<file path="src/rtl/cordic_nco_frontend_pkg.sv">
// Shared constants and state encoding for the CORDIC NCO front end.
//   DEF_*       default widths/depth, which must match the downstream CORDIC
//   K_INV_Q15   inverse CORDIC gain (~0.607253) in Q15
//   PI_OVER_2   quarter turn at the default angle width
//   state_e     sequencer state encoding
package cordic_nco_frontend_pkg;

    localparam int unsigned DEF_DATA_WIDTH  = 16;
    localparam int unsigned DEF_ANGLE_WIDTH = 32;
    localparam int unsigned DEF_ITER        = 16;
    localparam int unsigned DEF_CNT_WIDTH   = 16;

    localparam int unsigned K_INV_Q15   = 19899;
    localparam int unsigned K_INV_SHIFT = 15;

    localparam logic [DEF_ANGLE_WIDTH-1:0] PI_OVER_2 =
        DEF_ANGLE_WIDTH'(1) << (DEF_ANGLE_WIDTH - 2);

    typedef enum logic [1:0] {
        ST_IDLE  = 2'd0,
        ST_RUN   = 2'd1,
        ST_DRAIN = 2'd2
    } state_e;

endpackage

</file>
<file path="src/rtl/cordic_nco_frontend_if.sv">
// Configuration port of the NCO front end (valid/ready write).
//   cfg_valid/cfg_ready  write handshake; ready only while idle
//   cfg_ftw              phase step per sample
//   cfg_phase            start phase
//   cfg_amp              unsigned amplitude
//   cfg_count            samples per burst, 0 = continuous
interface cordic_nco_frontend_if
    import cordic_nco_frontend_pkg::*;
#(
    parameter int unsigned DATA_WIDTH  = DEF_DATA_WIDTH,
    parameter int unsigned ANGLE_WIDTH = DEF_ANGLE_WIDTH,
    parameter int unsigned CNT_WIDTH   = DEF_CNT_WIDTH
) ();

    logic                   cfg_valid;
    logic                   cfg_ready;
    logic [ANGLE_WIDTH-1:0] cfg_ftw;
    logic [ANGLE_WIDTH-1:0] cfg_phase;
    logic [DATA_WIDTH-2:0]  cfg_amp;
    logic [CNT_WIDTH-1:0]   cfg_count;

    modport master (
        output cfg_valid, cfg_ftw, cfg_phase, cfg_amp, cfg_count,
        input  cfg_ready
    );

    modport slave (
        input  cfg_valid, cfg_ftw, cfg_phase, cfg_amp, cfg_count,
        output cfg_ready
    );

endinterface

</file>
<file path="src/rtl/cordic_valid_delay.sv">
// Valid delay line mirroring the CORDIC pipeline depth.
//   clock, reset_n  clock and synchronous active-low clear
//   din             valid entering the CORDIC
//   dout            valid leaving the CORDIC (din delayed DEPTH cycles)
//   any_c           some sample is still in flight
//   last_c          exactly one sample remains and it leaves on the next edge
module cordic_valid_delay #(
    parameter int unsigned DEPTH = 16
) (
    input  logic clock,
    input  logic reset_n,
    input  logic din,
    output logic dout,
    output logic any_c,
    output logic last_c
);

    logic [DEPTH-1:0] sr_q;

    always_ff @(posedge clock) begin
        if (!reset_n) begin
            sr_q <= '0;
        end else begin
            sr_q <= {sr_q[DEPTH-2:0], din};
        end
    end

    assign dout  = sr_q[DEPTH-1];
    assign any_c = |sr_q;
    // Only the stage feeding the output is occupied; nothing follows it.
    assign last_c = (sr_q[DEPTH-2:0] == {1'b1, {(DEPTH-2){1'b0}}});

endmodule

</file>
<file path="src/rtl/cordic_nco_frontend.sv">
// Phase-accumulator NCO and burst sequencer feeding a pipelined CORDIC.
//   clock, reset_n   clock and synchronous active-low reset
//   cfg              configuration write port (slave)
//   start, stop      burst start (idle only) / stop request (run only)
//   busy             sequencer not idle
//   angle, xin, yin  CORDIC inputs; xin is gain-precompensated, yin is 0
//   in_valid         angle/xin/yin carry a sample
//   out_valid        CORDIC outputs valid this cycle
//   done             pulse with the final out_valid of a burst
module cordic_nco_frontend
    import cordic_nco_frontend_pkg::*;
#(
    parameter int unsigned DATA_WIDTH  = DEF_DATA_WIDTH,
    parameter int unsigned ANGLE_WIDTH = DEF_ANGLE_WIDTH,
    parameter int unsigned ITER        = DEF_ITER,
    parameter int unsigned CNT_WIDTH   = DEF_CNT_WIDTH
) (
    input  logic                          clock,
    input  logic                          reset_n,
    cordic_nco_frontend_if.slave          cfg,
    input  logic                          start,
    input  logic                          stop,
    output logic                          busy,
    output logic signed [ANGLE_WIDTH-1:0] angle,
    output logic signed [DATA_WIDTH-1:0]  xin,
    output logic signed [DATA_WIDTH-1:0]  yin,
    output logic                          in_valid,
    output logic                          out_valid,
    output logic                          done
);

    localparam int unsigned PROD_WIDTH = DATA_WIDTH - 1 + K_INV_SHIFT;

    state_e                 state_q, state_d;
    logic [ANGLE_WIDTH-1:0] ftw_q, ftw_d;
    logic [ANGLE_WIDTH-1:0] phase_q, phase_d;
    logic [CNT_WIDTH-1:0]   count_q, count_d;
    logic [DATA_WIDTH-1:0]  xin_q, xin_d;
    logic [ANGLE_WIDTH-1:0] acc_q, acc_d;
    logic [CNT_WIDTH-1:0]   sent_q, sent_d;
    logic [ANGLE_WIDTH-1:0] angle_q, angle_d;
    logic                   in_valid_q, in_valid_d;
    logic                   done_q, done_d;

    logic [PROD_WIDTH-1:0]  prod_c;
    logic [PROD_WIDTH-1:0]  prod_sh_c;
    logic                   dl_any_c;
    logic                   dl_last_c;

    // Amplitude scaled by 1/K once, at capture time.
    assign prod_c    = PROD_WIDTH'(cfg.cfg_amp) * PROD_WIDTH'(K_INV_Q15);
    assign prod_sh_c = prod_c >> K_INV_SHIFT;

    // State and datapath registers.
    always_ff @(posedge clock) begin
        if (!reset_n) begin
            state_q    <= ST_IDLE;
            ftw_q      <= '0;
            phase_q    <= '0;
            count_q    <= '0;
            xin_q      <= '0;
            acc_q      <= '0;
            sent_q     <= '0;
            angle_q    <= '0;
            in_valid_q <= 1'b0;
            done_q     <= 1'b0;
        end else begin
            state_q    <= state_d;
            ftw_q      <= ftw_d;
            phase_q    <= phase_d;
            count_q    <= count_d;
            xin_q      <= xin_d;
            acc_q      <= acc_d;
            sent_q     <= sent_d;
            angle_q    <= angle_d;
            in_valid_q <= in_valid_d;
            done_q     <= done_d;
        end
    end

    // Next-state and next-output logic.
    always_comb begin
        state_d    = state_q;
        ftw_d      = ftw_q;
        phase_d    = phase_q;
        count_d    = count_q;
        xin_d      = xin_q;
        acc_d      = acc_q;
        sent_d     = sent_q;
        angle_d    = angle_q;
        in_valid_d = 1'b0;
        done_d     = 1'b0;

        case (state_q)
            ST_IDLE: begin
                if (cfg.cfg_valid) begin
                    // Config wins over a simultaneous start.
                    ftw_d   = cfg.cfg_ftw;
                    phase_d = cfg.cfg_phase;
                    count_d = cfg.cfg_count;
                    xin_d   = DATA_WIDTH'(prod_sh_c);
                end else if (start) begin
                    acc_d   = phase_q;
                    sent_d  = '0;
                    state_d = ST_RUN;
                end
            end
            ST_RUN: begin
                // The sample currently shown is the last when stopping or at terminal count.
                if (stop || ((count_q != '0) && (sent_q == count_q))) begin
                    state_d = ST_DRAIN;
                end else begin
                    angle_d    = acc_q;
                    in_valid_d = 1'b1;
                    acc_d      = acc_q + ftw_q;
                    sent_d     = sent_q + CNT_WIDTH'(1);
                end
            end
            ST_DRAIN: begin
                done_d = dl_last_c;
                // An empty line on entry means the burst issued nothing.
                if (done_q || !dl_any_c) begin
                    state_d = ST_IDLE;
                end
            end
            default: begin
                state_d = ST_IDLE;
            end
        endcase
    end

    cordic_valid_delay #(
        .DEPTH (ITER)
    ) u_valid_delay (
        .clock   (clock),
        .reset_n (reset_n),
        .din     (in_valid_q),
        .dout    (out_valid),
        .any_c   (dl_any_c),
        .last_c  (dl_last_c)
    );

    assign cfg.cfg_ready = (state_q == ST_IDLE);
    assign busy          = (state_q != ST_IDLE);
    assign angle         = angle_q;
    assign xin           = xin_q;
    assign yin           = '0;
    assign in_valid      = in_valid_q;
    assign done          = done_q;

endmodule

</file>
<file path="src/flat_wrapper.sv">
// flat-port wrapper written by rule: the top's interface ports become plain ports
module cordic_nco_frontend_flat import cordic_nco_frontend_pkg::*;
#(
    parameter int unsigned DATA_WIDTH  = DEF_DATA_WIDTH,
    parameter int unsigned ANGLE_WIDTH = DEF_ANGLE_WIDTH,
    parameter int unsigned ITER        = DEF_ITER,
    parameter int unsigned CNT_WIDTH   = DEF_CNT_WIDTH
)
  (clock, reset_n, start, stop, busy, angle, xin, yin, in_valid, out_valid, done, cfg_cfg_valid, cfg_cfg_ftw, cfg_cfg_phase, cfg_cfg_amp, cfg_cfg_count, cfg_cfg_ready);
  cordic_nco_frontend_if #(.DATA_WIDTH(DATA_WIDTH), .ANGLE_WIDTH(ANGLE_WIDTH), .CNT_WIDTH(CNT_WIDTH)) cfg_i ();
  input  logic clock;
  input  logic reset_n;
  input  logic start;
  input  logic stop;
  output logic busy;
  output logic signed [ANGLE_WIDTH-1:0] angle;
  output logic signed [DATA_WIDTH-1:0] xin;
  output logic signed [DATA_WIDTH-1:0] yin;
  output logic in_valid;
  output logic out_valid;
  output logic done;
  input wire logic [$bits(cfg_i.cfg_valid)-1:0] cfg_cfg_valid;
  input wire logic [$bits(cfg_i.cfg_ftw)-1:0] cfg_cfg_ftw;
  input wire logic [$bits(cfg_i.cfg_phase)-1:0] cfg_cfg_phase;
  input wire logic [$bits(cfg_i.cfg_amp)-1:0] cfg_cfg_amp;
  input wire logic [$bits(cfg_i.cfg_count)-1:0] cfg_cfg_count;
  output wire logic [$bits(cfg_i.cfg_ready)-1:0] cfg_cfg_ready;
  assign cfg_i.cfg_valid = cfg_cfg_valid;
  assign cfg_i.cfg_ftw = cfg_cfg_ftw;
  assign cfg_i.cfg_phase = cfg_cfg_phase;
  assign cfg_i.cfg_amp = cfg_cfg_amp;
  assign cfg_i.cfg_count = cfg_cfg_count;
  assign cfg_cfg_ready = cfg_i.cfg_ready;
  cordic_nco_frontend #(.DATA_WIDTH(DATA_WIDTH), .ANGLE_WIDTH(ANGLE_WIDTH), .ITER(ITER), .CNT_WIDTH(CNT_WIDTH)) u_core (.clock(clock), .reset_n(reset_n), .cfg(cfg_i), .start(start), .stop(stop), .busy(busy), .angle(angle), .xin(xin), .yin(yin), .in_valid(in_valid), .out_valid(out_valid), .done(done));
endmodule
</file>
<file path="config.mk">
export PLATFORM = sky130hd
export DESIGN_NAME = cordic_nco_frontend_flat
export DESIGN_NICKNAME = d
export VERILOG_FILES = /design/src/rtl/cordic_nco_frontend_pkg.sv /design/src/rtl/cordic_nco_frontend_if.sv /design/src/rtl/cordic_valid_delay.sv /design/src/rtl/cordic_nco_frontend.sv /design/src/flat_wrapper.sv
export SDC_FILE = /design/constraint.sdc
export NUM_CORES = 1
export LEC_CHECK = 0
export CORE_UTILIZATION = 57
export CTS_CLUSTER_SIZE = 24
export DETAILED_ROUTE_END_ITERATION = 16
export PLACE_DENSITY = 0.82
export SYNTH_ARGS = -nofsm -noshare
export SYNTH_HDL_FRONTEND = slang
export SYNTH_SLANG_ARGS = --single-unit
</file>
<file path="constraint.sdc">
create_clock -name clock -period 9.9 [get_ports clock]
set_input_delay 1.98 -clock clock [delete_from_list [all_inputs] [get_ports clock]]
set_output_delay 1.98 -clock clock [all_outputs]
set_load 0.05 [all_outputs]
</file>
Word level (Yosys, flattened, before mapping)
Index checks and enable logic that the tools add are counted.
- add/subtract/negate cells: 2
- magnitude comparators: 0
- equal/unequal tests: 9
- div/mod/pow operators: 0
- shift operators: 0
- reduce and logical (&&, ||, !) cells: 15
- muxes and demuxes: 14
- bitwise gates (word level): 1
- multiply operators: 1
- operators by type and width (operator ; count):
    two-way mux 32 bit ; 3
    case mux 32 bit (2 select lines) ; 1
    two-way mux 16 bit ; 3
    adder 32 bit ; 1
    case mux 16 bit (2 select lines) ; 1
    multiplier 15 x 15 -> 30 bit (second input constant) ; 1
    adder 16 x 1 -> 16 bit (second input constant) ; 1
    equality test 16 bit ; 1
    nonzero test 16 bit ; 1
    OR reduction 16 bit ; 1
    equality test 15 bit (second input constant) ; 1
    two-way mux 2 bit ; 4
    AND reduction 2 bit ; 4
    AND reduction 4 bit ; 2
    inequality test 2 bit (second input constant) ; 3
    case mux 2 bit (3 select lines) ; 1
    inequality test 2 x 1 -> 1 bit (second input constant) ; 2
    nonzero test 2 bit ; 2
    equality test 2 x 1 -> 1 bit (second input constant) ; 1
    equality test 2 bit (second input constant) ; 1
    logical NOT 2 bit ; 1
    logical OR 1 bit ; 2
    logical AND 1 bit ; 1
    logical NOT 1 bit ; 1
    2 further kinds ; 2
- bits in writable memories: 0
- bits in read-only memories: 0
- logic and storage cells: 53
- memories: 0
- register bits: 195
- bits in latches: 0

Longest topological paths before layout
- word-level depth: 5
- depth in mapped cells: 22

By module
Synthesis repeated with hierarchy kept, for this count alone.
- cells, all modules: 1564
- area, all modules: 13664.4 µm²
- by module, submodules not included (module ; cells each ; area an instance (µm²) ; times used):
    cordic_nco_frontend ; 1524 ; 13172.6 ; 1
    cordic_valid_delay ; 40 ; 491.7 ; 1

Least setup slack after synthesis
No wires, ideal clock.
- path type: in2reg
- from: in cfg_cfg_amp[7]
- to: reg u_core.xin_q[13] (netlist: u_core.xin[13])
- slack: 2.345 ns
- arrival: 7.439 ns
- data required time: 9.784 ns
- setup time: 0.116 ns
- stages: 22
- path buffers: 0
- cell sequence: inv_1 > fa_1 > fa_1 > inv_1 > fa_1 > inv_1 > fa_1 > inv_1 > fa_1 > inv_1 > fa_1 > inv_1 > ha_1 > nand3_1 > a211oi_1 > nor4_2 > a211oi_1 > or3_4 > a21bo_2 > a311oi_2 > o211ai_1 > a41o_1
- cells in the longest elaborated chain, start to end: 1
- RTL lines (item ; RTL line ; text):
    start, declared ; flat_wrapper.sv:25 ; input wire logic [$bits(cfg_i.cfg_amp)-1:0] cfg_cfg_amp;
    multiplier 15 x 15 -> 30 bit ; cordic_nco_frontend.sv:51 ; assign prod_c = PROD_WIDTH'(cfg.cfg_amp) * PROD_WIDTH'(K_INV_Q15);
    end signal, assigned ; cordic_nco_frontend.sv:72 ; xin_q <= xin_d;
    end, declared ; cordic_nco_frontend.sv:38 ; logic [DATA_WIDTH-1:0] xin_q, xin_d;
Every way passes these cells.
A chain may end at the register's enable or synchronous reset.

Final worst setup path
- from: in cfg_cfg_amp[6]
- to: reg u_core.xin_q[13] (netlist: u_core.xin[13])
Same word-level chain as after synthesis.

==> metrics <==
period utilisation layout=81.7%; CP Class=in2reg; initial core utilization=58.2%; Cell Area, Synth=13700 sq um; Antenna Violating Nets Remaining=0; Synth cell types=65; CP Max Fanout=6; CTS Buf Count=17; Worst EP required=10.23 ns; Gate Count Post-Synth=roughly 1500; crit path to=u_core.xin[13]; maximum vdd ir drop=0.224 mV; fin nets=around 2000; initial antenna violation count=0; starting DRC count in detailed routing=slightly below 600; Slew headroom=20.6%; syn avg cell area=slightly below 9 sq um; largest net degree at the start of global routing=128; H-tree Lvls=4; wire per inst=approximately 16 microns; clock buffer depth=2; global-route wire length before repair=a little over 50 mm; Power Density=229 nW/um^2; Resized Gates After CTS=0; sequential area share after synthesis=28.6%; full die area=approximately 25000 sq um; max-slew violation total from the final report=0; Die Height=approximately 160 microns; core footprint=23500 sq um; clock skew=0.0125 ns; r2r endpoint=u_core.sent_q[9]; Clk Tree Root Cell=clkbuf_16; Hold Path Class=reg2reg; DRC errors left=0; GRT overflow=0; detailed-route via count=roughly 11000; fin crit period=8.09 ns; RSZ-0062 raised after global routing=no; overall routing resource usage=roughly a quarter; YS warnings=0; actual slew at the worst max-slew pin=around 1.2 ns; cts hold-fix bufs=0; Final Hold Vio Count=0; cell with the most instances after synthesis=nand2_1; P_leak=about 7.5 nW; FF-to-FF Start=u_core.state_q[1]; Layout area overhead=16.6%; Post-synth EDFFs=0; top_reg_cell synth=dfxtp_1; status=finished, final reports clean; via/cell ratio=5.38; # Post-CTS Setup Buffers=0; Worst setup startpoint=cfg_cfg_amp[6]; highest metal used=met4; CTS tree=built; post-DP HPWL=around 24 mm; GP Congestion=around 0.94; Worst Path Arrival=roughly 8.4 ns; R2R depth=10; Worst-Skew Late Latency=~0.44 ns; io pins=169; setup_tns=0 ns; vias in the first global route=slightly above 10000; number of synthesized register bits=approximately 200; Post-synth top cells=235 x nand2_1, 195 x dfxtp_1, 177 x inv_1, 137 x ha_1, 96 x fa_1; share of post-route cells with drive strength above 1=approximately 3.1%; Pre-Repair DR Iteration Count=6; Synth async-reset ratio=0%; fmax=124 MHz; die width=157 microns; met1 WL=approximately 14 mm; Min-Delay Path Depth=1; CP endpoint kind=register; Max-cap violations=0; met2 wire length=around 15 mm; ANT cells=0; top post-synthesis cells by area=dfxtp_1 29%, fa_1 14%, ha_1 13%, nand2_1 6.5%, inv_1 4.9%; final WL=30.9 mm; Fillers=1887; final setup violation count=0; clock-pin slew on the worst setup and hold paths=~0.08 ns; R2R Setup Slk=6.00 ns; CTS Sinks=between 150 and 200; met3 wire length=around 1.4 mm; post-synth top area share=about 29%; post-synth top area cell=dfxtp_1; hold_ws=0.465 ns; Worst setup SP type=input pin; Cell Rows=56; Port Buffers=151
-- critical path, cell delays in order --
cell,delay [ns]
clkdlybuf4s50_1,0.54
inv_1,0.14
fa_1,0.52
fa_1,0.55
inv_1,0.06
fa_1,0.50
inv_1,0.05
fa_1,0.47
inv_1,0.06
fa_1,0.53
inv_1,0.06
fa_1,0.52
inv_1,0.05
ha_1,0.29
nand3_1,0.12
a211oi_1,0.07
nor4_2,0.36
a211oi_1,0.20
or3_4,0.43
a21bo_2,0.27
a311oi_2,0.31
o211ai_1,0.12
a41o_1,0.24
-- per-layer routing --
metal,GRT usage [%],vias to the layer above
met1,35.6,5071
met2,43.9,239
met5,0,-
met4,6.44,0
li1,-,5281
met3,3.93,34
-- state kept, by name, summed over array words and instances (netlist names) --
name	count
u_core.acc_q	32
u_core.angle	32
u_core.count_q	16
u_core.done	1
u_core.ftw_q	32
u_core.in_valid	1
u_core.phase_q	32
u_core.sent_q	16
u_core.state_q	2
u_core.u_valid_delay.sr_q	16
u_core.xin	15
-- worst min path at each step --
| stage | slack, ns | to | start |
|---|---|---|---|
| 2_1_floorplan | 0.43 | u_core.u_valid_delay.sr_q[2] | u_core.u_valid_delay.sr_q[1] |
| 4_1_cts | 0.46 | u_core.u_valid_delay.sr_q[3] | u_core.u_valid_delay.sr_q[2] |
| 5_1_grt | 0.48 | u_core.u_valid_delay.sr_q[11] | u_core.u_valid_delay.sr_q[10] |
| 3_3_place_gp | 0.44 | u_core.u_valid_delay.sr_q[2] | u_core.u_valid_delay.sr_q[1] |
| 6_report | 0.47 | u_core.u_valid_delay.sr_q[14] | u_core.u_valid_delay.sr_q[13] |
| 3_5_place_dp | 0.45 | u_core.u_valid_delay.sr_q[11] | u_core.u_valid_delay.sr_q[10] |
-- per-stage QoR --
step | setup WS [ns] | total power [W] | area [sq um] | util [%] | std cells
after global placement | 1.43 | 0.00289 | 15300 | 65.2 | 1942
after CTS | 1.78 | 0.00368 | 15900 | 67.9 | 1974
final | 1.81 | 0.00365 | 15900 | 67.9 | 1974
after global routing | 1.54 | 0.00400 | 15900 | 67.9 | 1974
after floorplan | 2.35 | 0.00247 | 13700 | - | 1550
after detailed placement | 1.34 | 0.00295 | 15300 | 65.2 | 1942
-- area by class of cell --
class	instances	area, sq um	area share (%)
clock inverter	14	191	1.20
inverter	177	664	4.17
clock buffer	18	429	2.69
multi-input combinational	1095	8790	55.2
tap	319	399	2.51
timing repair buffer	156	1550	9.71
sequential	195	3900	24.5
-- cell usage in the layout (no fill, tap or decap), drive strengths merged, types with 7 or more instances in the layout --
master / count
nand2: 235
dfxtp: 195
inv: 184
clkdlybuf4s50: 150
ha: 137
fa: 96
a21boi: 85
nor2: 58
a21oi: 43
nor2b: 40
o21ai: 39
xor2: 34
mux2i: 34
and2: 32
xnor2: 29
nand3: 28
a21o: 22
clkbuf: 18
conb: 17
nand4: 16
o211ai: 16
o211a: 16
a31oi: 14
and3: 13
nor4: 11
a211oi: 10
o21a: 9
nor3: 7
-- cells by family after synthesis --
logic type | Yosys count | share of synthesized area [%]
AND/OR/NAND/NOR | 461 | 15.6
flip-flops | 195 | 28.6
other | 1 | 0.0275
XOR/XNOR | 63 | 4.04
buffers and inverters | 260 | 7.64
AO/OA/AOI/OAI | 286 | 14.9
multiplexers | 35 | 2.57
adder cells (fa/ha/maj) | 233 | 26.6
-- power by group --
part | switching [W] | internal (W) | leakage [nW]
registers | 0.0000392 | 0.000839 | 1.59
logic | 0.00114 | 0.000912 | 5.57
clock network | 0.000332 | 0.000388 | 0.300
Power figures use the tool's default switching activity.
